## src/rtl/id_ex_pipe_reg.sv

```systemverilog
// ID/EX pipeline register: carries decoded control, operands, immediate and
// register specifiers from ID into EX, with stall (hold) and flush (bubble).
module id_ex_pipe_reg #(
    parameter int unsigned DATA_W = 32,
    parameter int unsigned REG_W  = 5
) (
    input  logic              clk,
    input  logic              rst_n,
    input  logic              stall,
    input  logic              flush,
    input  logic              RegWrite_in,
    input  logic              MemtoReg_in,
    input  logic              MemRead_in,
    input  logic              MemWrite_in,
    input  logic              RegDst_in,
    input  logic [1:0]        ALU_Op_in,
    input  logic              ALU_Src_in,
    input  logic [DATA_W-1:0] Read_Data_1_in,
    input  logic [DATA_W-1:0] Read_Data_2_in,
    input  logic [DATA_W-1:0] sign_extend_in,
    input  logic [REG_W-1:0]  IF_ID_Rs_in,
    input  logic [REG_W-1:0]  IF_ID_Rt_in,
    input  logic [REG_W-1:0]  ID_Rd_in,
    output logic              RegWrite_out,
    output logic              MemtoReg_out,
    output logic              MemRead_out,
    output logic              MemWrite_out,
    output logic              RegDst_out,
    output logic [1:0]        ALU_Op_out,
    output logic              ALU_Src_out,
    output logic [DATA_W-1:0] Read_Data_1_out,
    output logic [DATA_W-1:0] Read_Data_2_out,
    output logic [DATA_W-1:0] sign_extend_out,
    output logic [REG_W-1:0]  ID_EX_Rs_Forward_out,
    output logic [REG_W-1:0]  ID_EX_Rt_Forward_out,
    output logic [REG_W-1:0]  ID_EX_Rs_MUX_out,
    output logic [REG_W-1:0]  ID_EX_Rt_MUX_out
);

    // Control bundle; zeroing it as a whole forms the bubble (NOP).
    typedef struct packed {
        logic       reg_write;
        logic       mem_to_reg;
        logic       mem_read;
        logic       mem_write;
        logic       reg_dst;
        logic [1:0] alu_op;
        logic       alu_src;
    } ctrl_t;

    ctrl_t             ctrl_d,  ctrl_q;
    ctrl_t             ctrl_in;
    logic [DATA_W-1:0] rd1_d,   rd1_q;
    logic [DATA_W-1:0] rd2_d,   rd2_q;
    logic [DATA_W-1:0] imm_d,   imm_q;
    logic [REG_W-1:0]  rs_d,    rs_q;
    logic [REG_W-1:0]  rt_d,    rt_q;
    logic [REG_W-1:0]  rd_d,    rd_q;

    // Gather the individual control inputs into the bundle.
    always_comb begin
        ctrl_in            = '0;
        ctrl_in.reg_write  = RegWrite_in;
        ctrl_in.mem_to_reg = MemtoReg_in;
        ctrl_in.mem_read   = MemRead_in;
        ctrl_in.mem_write  = MemWrite_in;
        ctrl_in.reg_dst    = RegDst_in;
        ctrl_in.alu_op     = ALU_Op_in;
        ctrl_in.alu_src    = ALU_Src_in;
    end

    // Next state: flush loads a bubble (and beats stall), stall holds, else capture.
    always_comb begin
        ctrl_d = ctrl_q;
        rd1_d  = rd1_q;
        rd2_d  = rd2_q;
        imm_d  = imm_q;
        rs_d   = rs_q;
        rt_d   = rt_q;
        rd_d   = rd_q;
        if (flush || !stall) begin
            ctrl_d = flush ? ctrl_t'('0) : ctrl_in;
            rd1_d  = Read_Data_1_in;
            rd2_d  = Read_Data_2_in;
            imm_d  = sign_extend_in;
            rs_d   = IF_ID_Rs_in;
            rt_d   = IF_ID_Rt_in;
            rd_d   = ID_Rd_in;
        end
    end

    // Pipeline state with asynchronous clear.
    always_ff @(posedge clk or negedge rst_n) begin
        if (!rst_n) begin
            ctrl_q <= '0;
            rd1_q  <= '0;
            rd2_q  <= '0;
            imm_q  <= '0;
            rs_q   <= '0;
            rt_q   <= '0;
            rd_q   <= '0;
        end else begin
            ctrl_q <= ctrl_d;
            rd1_q  <= rd1_d;
            rd2_q  <= rd2_d;
            imm_q  <= imm_d;
            rs_q   <= rs_d;
            rt_q   <= rt_d;
            rd_q   <= rd_d;
        end
    end

    assign RegWrite_out         = ctrl_q.reg_write;
    assign MemtoReg_out         = ctrl_q.mem_to_reg;
    assign MemRead_out          = ctrl_q.mem_read;
    assign MemWrite_out         = ctrl_q.mem_write;
    assign RegDst_out           = ctrl_q.reg_dst;
    assign ALU_Op_out           = ctrl_q.alu_op;
    assign ALU_Src_out          = ctrl_q.alu_src;
    assign Read_Data_1_out      = rd1_q;
    assign Read_Data_2_out      = rd2_q;
    assign sign_extend_out      = imm_q;
    // Rt feeds both the forwarding unit and RegDst mux input 0; Rd feeds mux input 1.
    assign ID_EX_Rs_Forward_out = rs_q;
    assign ID_EX_Rt_Forward_out = rt_q;
    assign ID_EX_Rs_MUX_out     = rt_q;
    assign ID_EX_Rt_MUX_out     = rd_q;

endmodule

```

## config.mk

```make
export PLATFORM = sky130hd
export DESIGN_NAME = id_ex_pipe_reg
export DESIGN_NICKNAME = d
export VERILOG_FILES = /design/src/rtl/id_ex_pipe_reg.sv
export SDC_FILE = /design/constraint.sdc
export NUM_CORES = 1
export LEC_CHECK = 0
export CAP_MARGIN = 20
export CORE_ASPECT_RATIO = 0.5
export CORE_MARGIN = 2
export CORE_UTILIZATION = 40
export DETAILED_ROUTE_END_ITERATION = 6
export PLACE_DENSITY = 0.8
export SETUP_SLACK_MARGIN = 0.15
export SLEW_MARGIN = 0
export SYNTH_ARGS = -nofsm -noshare
export SYNTH_HDL_FRONTEND = slang
export SYNTH_SLANG_ARGS = --single-unit
```

## constraint.sdc

```tcl
create_clock -name clk -period 1.3 [get_ports clk]
set_clock_uncertainty 0.2 [all_clocks]
set_input_delay 0.26 -clock clk [delete_from_list [all_inputs] [get_ports clk]]
set_output_delay 0.26 -clock clk [all_outputs]
set_load 0.02 [all_outputs]
```

# Word-level counts from Yosys, hierarchy flattened
# Index checks and enable logic that the tools add are counted.
# word_totals
regBits,119
inputBits,123
out_inout_bits,124
# classes
muxes,1
reduce_logical,2
# ops
op,count
$mux 8,1
$logic_not 1->1,1
$logic_or 1x1->1,1

# Depth between registers and ports, before layout
# Gate-level depths: netlist of the first run.
# logic_depth
ltp_word,2
ltp_mapped,5

# Least setup slack after synthesis of the first run
# No wires, ideal clock.
# synth_path
kind,input port to flip-flop
from,input stall
to,"register rd1_q[0], in the netlist Read_Data_1_out[0]"
setup_ps,125
arrival_ps,1118
required_ps,975
path_slack_ps,-143
cell_stages,5
path_buffers,3
cell_sequence,buf_4 > nand2b_4 > buf_6 > buf_6 > mux2_4
# synth_between
elab_chain_len,2
# synth_rtl
element,line_no,rtl
from (decl),9,"input logic stall,"
$logic_not 1->1,81,if (flush || !stall) begin
$logic_or 1x1->1,81,
to (signal assigned),104,rd1_q <= rd1_d;
to (decl),53,"logic [DATA_W-1:0] rd1_d, rd1_q;"
# No other way between the ends.
# A chain may end at the register's enable or synchronous reset.

# Worst setup path in the final report of the first run
# layout_path
from,"register rt_q[1], in the netlist ID_EX_Rs_MUX_out[1]"
to,output ID_EX_Rt_Forward_out[1]
# layout_lines
element,line_no,rtl
from (decl),57,"logic [REG_W-1:0] rt_d, rt_q;"
from (signal assigned),108,rt_q <= rt_d;
to (decl),35,"output logic [REG_W-1:0] ID_EX_Rt_Forward_out,"
# No word-level cell between the ends.

==> summary.txt, run 1 <==
Outcome
  – Outcome: complete, but fails checks
  – Failing checks: setup timing

Critical path
  – Slowest-stage cell, CP: dfrtp_1
  – Kind of critical path: reg2out
  – Worst EP arrival: 0.99 ns
  – CP delay by family, top: flip-flops
  – Reg2Reg Setup Slack: -0.03 ns
  – CP bufs+invs: 1
  – R2R Path Start: Read_Data_1_out[5]
  – Crit. End Element: output port
  – Slowest stage delay, CP: 0.41 ns
  – CP Max Fanout: 3
  – Crit path cell chain: buf_2
  – Cells on worst reg2reg path: 4
  – Worst setup SP type: flip-flop
  – Worst R2R End: Read_Data_1_out[5]
  – Critical Path RT: 0.84 ns

Logic synthesis
  – Post-synth top area share: 61.17%
  – Avg Cell Area, Syn: 18.30 um2
  – Cells taking the most area after synthesis: dfrtp_1 61%, mux2_4 28%, mux2_2 4.9%
  – Leading area contributor after synthesis: dfrtp_1
  – Ys Warns: 0
  – EDFF count, synth: 0
  – Ys async rst share: 100.0%
  – Mapped cell area: 4868 um2
  – Count leader, synth: dfrtp_1
  – Syn_nets: 389
  – Synth Flop Type: dfrtp_1
  – #FFs+latches synth: 119
  – Synth cell types: 9
  – Post-Synthesis Cells: 266
  – List of most frequent post-synthesis cells: 119 x dfrtp_1, 90 x mux2_4, 21 x mux2_2, 11 x buf_6
  – Sequential element share of the synthesized area: 61.17%

Floorplan
  – CORE AREA: 11,840 um2
  – Initial Util: 41.11%
  – Die Width: 160.0 um
  – I/O pins: 247
  – DIE AREA: 13,120 um2
  – Die height: 82.01 um
  – Cell Rows: 28

Place
  – Detailed Place HPWL: 9.505 mm
  – Routability Congestion: 0.7666
  – PortBufs: 246
  – DP Area: 7741 um2

STA
  – TNS Setup: -13.84 ns
  – RSZ-0062 raised after global routing: true
  – Maximum clock rate: 688.2 MHz
  – Minimum clock period: 1.453 ns
  – Hold slack final: 0.08084 ns
  – Final period utilization: 111.8%
  – Final Hold Fails: 0
  – Final setup fails: 136
  – PnR worst setup slack: -0.1530 ns
  – Count of final max-slew check failures: 0
  – Worst-margin pin slew: 0.3222 ns
  – Slew HR: 78.52%

Drt
  – Vias: 4,188
  – WL final: 21.01 mm
  – Vias per inst: 4.830
  – Drc violations: 0
  – Pre-Repair DR Iteration Count: 4
  – ANT nets after route: 0
  – Starting DRT DRC Count: 278
  – DR WL/cell: 24.24 um

Clocking
  – Clk buf depth: 2
  – TritonCTS Sinks: 119
  – Clock root buffer: clkbuf_16
  – H-tree Lvls: 4
  – Reg clk slew, reported paths: 0.06 ns
  – Clk Latency, worst-skew pair: 0.40 ns
  – TritonCTS Buffers: 17
  – TritonCTS clock tree: yes

Power and ir drop
  – P per Cell Area: 1265 nW/um2
  – Peak supply drop: 0.0009380 V
  – Pwr Total: 0.01273 W
  – Static leakage: 4.977 nW

Final layout
  – Share of cells above drive strength 1: 63.48%
  – Multi-input gate area: 1727 um2
  – Area delta synth->final: 106.7%
  – FILL cells: 479
  – Post-route cell area: 10,060 um2
  – Final net count: 811
  – Register Area: 2978 um2

Global routing
  – Largest net degree at the start of global routing: 57
  – Vias in the first global route: 4,214
  – GR Layer Usage met2: 47.27%
  – First-pass GRT wire length: 24.45 mm
  – Busiest grt layer: met2
  – Residual overflow from global routing: 0
  – M1 GR Usage: 29.29%
  – Tot GR Track Use: 25.08%
  – Initial antenna violation count: 1
  – GRT met3 Usage: 4.495%

Hold path
  – Hold crit path type: in2async

Flow run
  – Max cap viols: 0
[worst max path at each step]
stage,startpoint,end,slack (ns),cells past startpoint
after detailed placement,flush,ID_EX_Rs_MUX_out[4],-0.66,4
after CTS,ID_EX_Rs_MUX_out[4],ID_EX_Rs_MUX_out[4],-0.14,1
after floorplan,flush,Read_Data_1_out[0],-0.12,5
after global routing,ID_EX_Rs_MUX_out[4],ID_EX_Rs_MUX_out[4],-0.18,1
after global placement,flush,ID_EX_Rt_MUX_out[4],-0.63,4
final,ID_EX_Rs_MUX_out[1],ID_EX_Rt_Forward_out[1],-0.15,1
[routing by layer]
layer	share of wire [%]	routed length [um]	vias up
li1	-	-	1781
met1	40	8302	2211
met2	54	11420	153
met3	3.4	704	43
met4	2.8	587	0
met5	0	0	-
[logic make-up (layout without fill, tap and decap cells)]
kind of cell           count (synthesis)  after routing  synth area share (%)
other                                  0              1                     0
buffers and inverters                 19            454                 3.675
multiplexers                         119            119                 34.26
flip-flops                           119            119                 61.17
AND/OR/NAND/NOR                        9              9                0.8995
[power by group]
part | switching [W] | internal (W) | total [W]
logic | 0.00122 | 0.00202 | 0.00324
registers | 0.000294 | 0.00401 | 0.00431
clock network | 0.00190 | 0.00328 | 0.00518
total | 0.00341 | 0.00932 | 0.0127
[cells in the final DEF (no fill, tap or decap), types with 2 or more instances in the layout]
master	instances
buf_4	88
buf_2	7
clkbuf_16	17
mux2_4	94
clkinvlp_4	4
clkdlybuf4s50_1	119
buf_8	2
buf_6	181
dlygate4sd3_1	2
bufinv_16	4
buf_16	10
clkinv_4	4
mux2i_1	8
buf_12	13
mux2_2	17
dfrtp_1	119
nor2_1	8
[area by class of cell]
class / instances / area share, %
repair buffers: 422 / 44.83
flip-flops and latches: 119 / 29.59
multi-input cells: 128 / 17.16
clock buffers: 18 / 4.365
well taps: 165 / 2.052
clock inverters: 14 / 1.977
diodes: 1 / 0.02487
[flip-flops by register name (all words and copies together), names as in the netlist]
signal and flops:
MemRead_out 1, sign_extend_out 32, MemWrite_out 1, ID_EX_Rt_MUX_out 5, ID_EX_Rs_MUX_out 5, ALU_Op_out 2, Read_Data_2_out 32, ID_EX_Rs_Forward_out 5
ALU_Src_out 1, MemtoReg_out 1, RegWrite_out 1, RegDst_out 1, Read_Data_1_out 32
[stage by stage]
step,util [%],worst slack (ns),std cells
2_1_floorplan,-,-0.1225,266
3_3_place_gp,65.37,-0.6310,701
3_5_place_dp,65.37,-0.6559,701
4_1_cts,79.75,-0.1431,807
5_1_grt,84.97,-0.1810,867
6_report,84.97,-0.1530,867
[what timing repair did]
| action | in CTS | in global routing |
|---|---|---|
| hold buffers | 2 | 0 |
| buffers inserted | 63 | 59 |
| pin swaps | 0 | 1 |
| resized for setup | 786 | 46 |
| hold endpoints to repair | 127 | 0 |
| gates cloned | 9 | 0 |
| endpoints found under the setup margin | 241 | 196 |
(Power assumes the default switching activity.)
==> run 2: changes to the inputs <==
Settings changed: CORE_MARGIN 2 to 8.
==> run 2 against run 1 <==
  * The run still ends with setup timing left
  * Count of clock-buffer cells in the layout is 2 higher
  * Utilization is 1.7 points lower
  * Clock power shrank 13%
  * Maximum frequency fell by 0.72%
  * Die area rose by 23%
  * Critical endpoint is now ID_EX_Rt_MUX_out[0]
  * Largest cell class unchanged
  * Highest routed layer unchanged
==> summary.txt, run 2 (synthesis gave the netlist of run 1 again) <==
STA
  – Count of final max-slew check failures: 0 (unchanged)
  – Final Hold Fails: 0 (unchanged)
  – PnR worst setup slack: -0.1635 ns (-0.01058 ns)
  – Worst-margin pin slew: 0.3973 ns (+0.07510 ns)
  – Minimum clock period: 1.464 ns (+0.01058 ns)
  – Maximum clock rate: 683.3 MHz (-0.72%)
  – Final period utilization: 112.6% (+0.81 points)
  – Slew HR: 73.51% (-5.0 points)
  – TNS Setup: -14.05 ns (-0.2077 ns)
  – Final setup fails: 128 (-5.9%)
  – RSZ-0062 raised after global routing: true

Flow run
  – Max cap viols: 0 (unchanged)

Floorplan
  – DIE AREA: 16,170 um2 (+23%)
  – CORE AREA: 11,840 um2 (unchanged)
  – Initial Util: 41.11% (unchanged)
  – I/O pins: 247 (unchanged)
  – Die Width: 172.0 um (+7.5%)
  – Cell Rows: 28 (unchanged)
  – Die height: 94.01 um (+15%)

Clocking
  – Clk buf depth: 2 (unchanged)
  – TritonCTS Sinks: 119 (unchanged)
  – Clock root buffer: clkbuf_16
  – TritonCTS clock tree: yes
  – H-tree Lvls: 4 (unchanged)
  – Reg clk slew, reported paths: 0.06 ns (about the same)
  – TritonCTS Buffers: 17 (unchanged)
  – Clk Latency, worst-skew pair: 0.40 ns (about the same)

Place
  – Pre-CTS setup slack: -0.6415 ns (+0.01444 ns)
  – PortBufs: 246 (unchanged)
  – Routability Congestion: 0.7814 (+1.9%)
  – Dpl cells: 717 (+2.3%)
  – Detailed Place HPWL: 11.27 mm (+19%)

Critical path
  – Critical Path RT: 0.84 ns (about the same)
  – Kind of critical path: reg2out
  – CP delay by family, top: flip-flops
  – Crit path cell chain: buf_6
  – Worst setup SP type: flip-flop
  – Slowest stage delay, CP: 0.43 ns (+0.02 ns)
  – Worst EP arrival: 1.00 ns (about the same)
  – CP bufs+invs: 1 (unchanged)
  – CP Max Fanout: 2 (-1)
  – Slowest-stage cell, CP: dfrtp_1
  – Crit. End Element: output port

Final layout
  – Commonest non-fill, non-tap cell in the layout: buf_6
  – Area delta synth->final: 102.6%
  – Util after Layout: 83.32% (-1.7 points)
  – Fin cells: 853 (-1.6%)
  – Share of cells above drive strength 1: 62.39% (-1.1 points)
  – Most frequent cells in the layout: 190 x buf_6, 119 x dfrtp_1, 119 x clkdlybuf4s50_1
  – Final net count: 796 (-1.8%)

Global routing
  – First-pass GRT wire length: 26.07 mm (+6.6%)
  – M1 GR Usage: 21.95% (-7.3 points)
  – Busiest grt layer: met2
  – Largest net degree at the start of global routing: 70 (+23%)
  – GRT met3 Usage: 4.361% (-0.13 points)
  – Initial antenna violation count: 1 (unchanged)
  – Residual overflow from global routing: 0 (unchanged)
  – Tot GR Track Use: 21.29% (-3.8 points)
  – Vias in the first global route: 4,363 (+3.5%)
  – GR Layer Usage met2: 40.82% (-6.5 points)

Power and ir drop
  – Pwr Total: 0.01196 W (-6.0%)
  – P per Cell Area: 1213 nW/um2 (-4.1%)
  – Static leakage: 4.855 nW (-2.5%)
  – Peak supply drop: 0.001162 V (+24%)

Outcome
  – Outcome: complete, but fails checks
  – Failing checks: setup timing

Hold path
  – Hold crit path type: in2async

Drt
  – WL final: 20.69 mm (-1.5%)
  – Pre-Repair DR Iteration Count: 4 (unchanged)
  – ANT nets after route: 0 (unchanged)
  – Vias: 4,017 (-4.1%)
  – DR WL/cell: 24.26 um (about the same)
  – Vias per inst: 4.709 (-2.5%)
  – Drc violations: 0 (unchanged)
  – Starting DRT DRC Count: 212 (-24%)
[run 2: cell count changes in the layout (fill, tap and decap cells not counted)]
cell | before | now
buf_2 | 7 | 2
buf_12 | 13 | 12
clkinv_4 | 4 | 0
diode_2 | 1 | 2
clkbuf_16 | 17 | 19
buf_4 | 88 | 71
clkbuf_1 | 0 | 2
clkinvlp_4 | 4 | 6
bufinv_16 | 4 | 1
clkinv_2 | 1 | 4
buf_16 | 10 | 7
mux2_4 | 94 | 92
mux2_2 | 17 | 19
buf_6 | 181 | 190
[run 2: where the power goes]
part	internal, W	switching, W
Clock	0.00267	0.00186
Combinational	0.00196	0.00117
Sequential	0.00401	0.000288
Total	0.00865	0.00332
[run 2: stage by stage]
stage               cell area [um2]  hold WS [ns]
finish                         9866      0.009808
CTS                            9370       0.01353
floorplan                      4964       -0.2356
global placement               7899       -0.1224
global route                   9866       0.01465
detailed placement             7899       -0.1204
[run 2: metal layers]
metal,vias to the layer above,wire (um)
li1,1744,-
met1,2058,7604
met2,149,11300
met3,66,781
met4,0,1008
met5,-,0
[run 2: timing repair]
item / in CTS / in global routing
hold buffers: 2 / 0
pin swaps: 0 / 3
gates resized for setup: 790 / 44
hold endpoints to repair: 127 / 0
endpoints found under the setup margin: 243 / 177
cloned: 6 / 2
setup buffers: 55 / 37
[run 2: layout make-up]
| type | instances | area (um2) |
|---|---|---|
| Tap cell | 165 | 206.4 |
| Antenna cell | 2 | 5.005 |
| Fill cell | 604 | 1976 |
| Timing Repair Buffer | 407 | 4407 |
| Clock inverter | 12 | 103.9 |
| Multi-Input combinational cell | 128 | 1719 |
| Clock buffer | 20 | 446.7 |
| Sequential cell | 119 | 2978 |
[run 2: worst paths after layout]
check	from	end	slack, ns	cells after the start
worst max-delay path	ID_EX_Rt_MUX_out[0]	ID_EX_Rt_MUX_out[0]	-0.16	1
worst min-delay path	rst_n	sign_extend_out[18]	0.01	2
worst max register to register	Read_Data_1_out[23]	Read_Data_1_out[23]	-0.03	4
worst min register to register	ID_EX_Rs_Forward_out[0]	ID_EX_Rs_Forward_out[0]	0.33	1
max in group asynchronous	rst_n	ID_EX_Rs_MUX_out[3]	0.30	3
min in group clk	stall	RegDst_out	0.18	4
==> run 3: changes to the inputs <==
Settings changed: PLACE_DENSITY 0.8 to not set, PLACE_DENSITY_LB_ADDON set to 0.2, SKIP_LAST_GASP set to 1.
==> run 3 against run 2 <==
  * The run still ends with setup timing left
  * Clock power is 8.4% higher
  * Global-route usage fell by 0.47 points
  * Critical path depth unchanged
  * Cell count is 1.5% lower
  * Design area fell by 1.6%
  * Non-clock buffer count shrank 11
  * Worst hold slack better by 0.16 ns
  * Sequential share of layout area grew 0.49 points
  * Sequential power about the same
  * Combinational power down 3%
  * Highest routed layer unchanged
==> summary.txt, run 3 (synthesis gave the netlist of run 1 again) <==
Floorplan
  – Cell Rows: 28 (unchanged)
  – CORE AREA: 11,840 um2 (unchanged)
  – Die Width: 172.0 um (unchanged)
  – I/O pins: 247 (unchanged)
  – Initial Util: 41.11% (unchanged)
  – DIE AREA: 16,170 um2 (unchanged)
  – Die height: 94.01 um (unchanged)

Outcome
  – Failing checks: setup timing
  – Outcome: complete, but fails checks

Critical path
  – R2R Path Start: Read_Data_2_out[14]
  – Kind of critical path: reg2out
  – Cells on worst reg2reg path: 4 (unchanged)
  – Worst EP arrival: 1.00 ns (about the same)
  – Slowest-stage cell, CP: dfrtp_1
  – Critical Path RT: 0.84 ns (about the same)
  – Worst R2R End: Read_Data_2_out[14]
  – CP delay by family, top: flip-flops
  – CP bufs+invs: 1 (unchanged)
  – Crit. End Element: output port
  – Slowest stage delay, CP: 0.43 ns (about the same)
  – Crit path cell chain: buf_6
  – Reg2Reg Setup Slack: -0.05 ns (-0.02 ns)
  – CP Max Fanout: 2 (unchanged)
  – Worst setup SP type: flip-flop

Drt
  – Vias: 3,836 (-4.5%)
  – Starting DRT DRC Count: 149 (-30%)
  – Drc violations: 0 (unchanged)
  – DR WL/cell: 22.00 um (-9.3%)
  – Pre-Repair DR Iteration Count: 4 (unchanged)
  – ANT nets after route: 0 (unchanged)
  – Vias per inst: 4.567 (-3.0%)
  – WL final: 18.48 mm (-11%)

Global routing
  – Largest net degree at the start of global routing: 72 (+2.9%)
  – Tot GR Track Use: 20.81% (-0.47 points)
  – Vias in the first global route: 4,206 (-3.6%)
  – First-pass GRT wire length: 25.24 mm (-3.2%)
  – Initial antenna violation count: 0 (-1)
  – Residual overflow from global routing: 0 (unchanged)

Final layout
  – Util after Layout: 81.99% (-1.3 points)
  – FILL cells: 638 (+5.6%)
  – Area delta synth->final: 99.43%
  – Ant. Diodes: 0 (-2)
  – Commonest non-fill, non-tap cell in the layout: buf_6
  – Most frequent cells in the layout: 179 x buf_6, 119 x dfrtp_1, 119 x clkdlybuf4s50_1
  – Final net count: 785 (-1.4%)
  – Share of cells above drive strength 1: 61.93% (-0.46 points)

STA
  – PnR worst setup slack: -0.1564 ns (+0.007168 ns)
  – Minimum clock period: 1.456 ns (-0.007168 ns)
  – Hold slack final: 0.1653 ns (+0.1555 ns)
  – Final Hold Fails: 0 (unchanged)
  – TNS Setup: -13.39 ns (+0.6607 ns)
  – Maximum clock rate: 686.6 MHz (+0.49%)
  – Worst-margin pin slew: 0.4018 ns (+0.004482 ns)
  – Slew HR: 73.21% (-0.30 points)
  – Count of final max-slew check failures: 0 (unchanged)
  – Final setup fails: 136 (+6.3%)
  – RSZ-0062 raised after global routing: true
  – Final period utilization: 112.0% (-0.55 points)

Clocking
  – H-tree Lvls: 4 (unchanged)
  – Clk Latency, worst-skew pair: 0.40 ns (about the same)
  – Clk buf depth: 2 (unchanged)
  – TritonCTS clock tree: yes
  – TritonCTS Sinks: 119 (unchanged)
  – Clock root buffer: clkbuf_16
  – TritonCTS Buffers: 17 (unchanged)
  – Reg clk slew, reported paths: 0.06 ns (about the same)

Place
  – PortBufs: 246 (unchanged)
  – Detailed Place HPWL: 10.39 mm (-7.7%)
  – Routability Congestion: 0.7102 (-9.1%)

Power and ir drop
  – P per Cell Area: 1260 nW/um2 (+3.9%)
  – Pwr Total: 0.01223 W (+2.2%)
  – Static leakage: 4.786 nW (-1.4%)
  – Peak supply drop: 0.0009087 V (-22%)

Hold path
  – Hold Path Stages: 4
  – Hold crit path type: in2reg
  – Hold EP: ALU_Src_out
  – Hold_sp: stall

Flow run
  – Max cap viols: 0 (unchanged)
==> run 3: cell count changes in the layout (fill, tap and decap cells not counted), sizes merged <==
cell	change
buf	-10
clkinvlp	-4
bufinv	+2
clkbuf	-2
diode	-2
inv	+2
clkinv	+1
==> run 3: area by class of cell <==
| class | instances | area, um2 | share of cell area (%) |
|---|---|---|---|
| repair buffers | 396 | 4195 | 43.21 |
| clock buffers | 19 | 442.9 | 4.562 |
| clock inverters | 13 | 171.4 | 1.765 |
| well taps | 165 | 206.4 | 2.126 |
| flip-flops and latches | 119 | 2978 | 30.67 |
| multi-input cells | 128 | 1715 | 17.67 |
==> run 3: worst max-delay path by stage <==
stage / cells past startpoint / endpoint / slack, ns / start
floorplan: 5 / Read_Data_1_out[0] / -0.12 / flush
global placement: 4 / ID_EX_Rt_MUX_out[4] / -0.59 / flush
detailed placement: 4 / ID_EX_Rt_MUX_out[4] / -0.62 / flush
CTS: 1 / ID_EX_Rs_MUX_out[2] / -0.14 / ID_EX_Rs_MUX_out[2]
global route: 1 / Read_Data_2_out[11] / -0.19 / Read_Data_2_out[11]
finish: 1 / Read_Data_1_out[21] / -0.16 / Read_Data_1_out[21]
==> run 3: layer usage <==
layer	part of all wire [%]	GRT usage, %	up-vias
li1	-	-	1723
met4	0.91	5.845	0
met1	37	22.93	1958
met2	54	38.17	142
met5	0	0	-
met3	8.4	6.751	13
==> run 3: through the flow <==
stage          std cells  setup WS, ns  instance area, um2
2_1_floorplan        266       -0.1225                4964
3_3_place_gp         710       -0.5928                7784
3_5_place_dp         710       -0.6182                7784
4_1_cts              795       -0.1375                9264
5_1_grt              840       -0.1866                9709
6_report             840       -0.1564                9709
==> run 3: report_power, final <==
part	internal [W]	total, W	switching, W	leakage [nW]
sequential	0.00401	0.00428	0.000264	1.40
combinational	0.00191	0.00304	0.00112	3.09
clock	0.00309	0.00491	0.00182	0.295
==> run 3: what timing repair did <==
action | in CTS | in global routing
resized for setup | 803 | 25
hold buffers | 2 | 0
hold endpoints to repair | 127 | 0
gates cloned | 6 | 1
buffers inserted | 45 | 44
endpoints found under the setup margin | 240 | 147
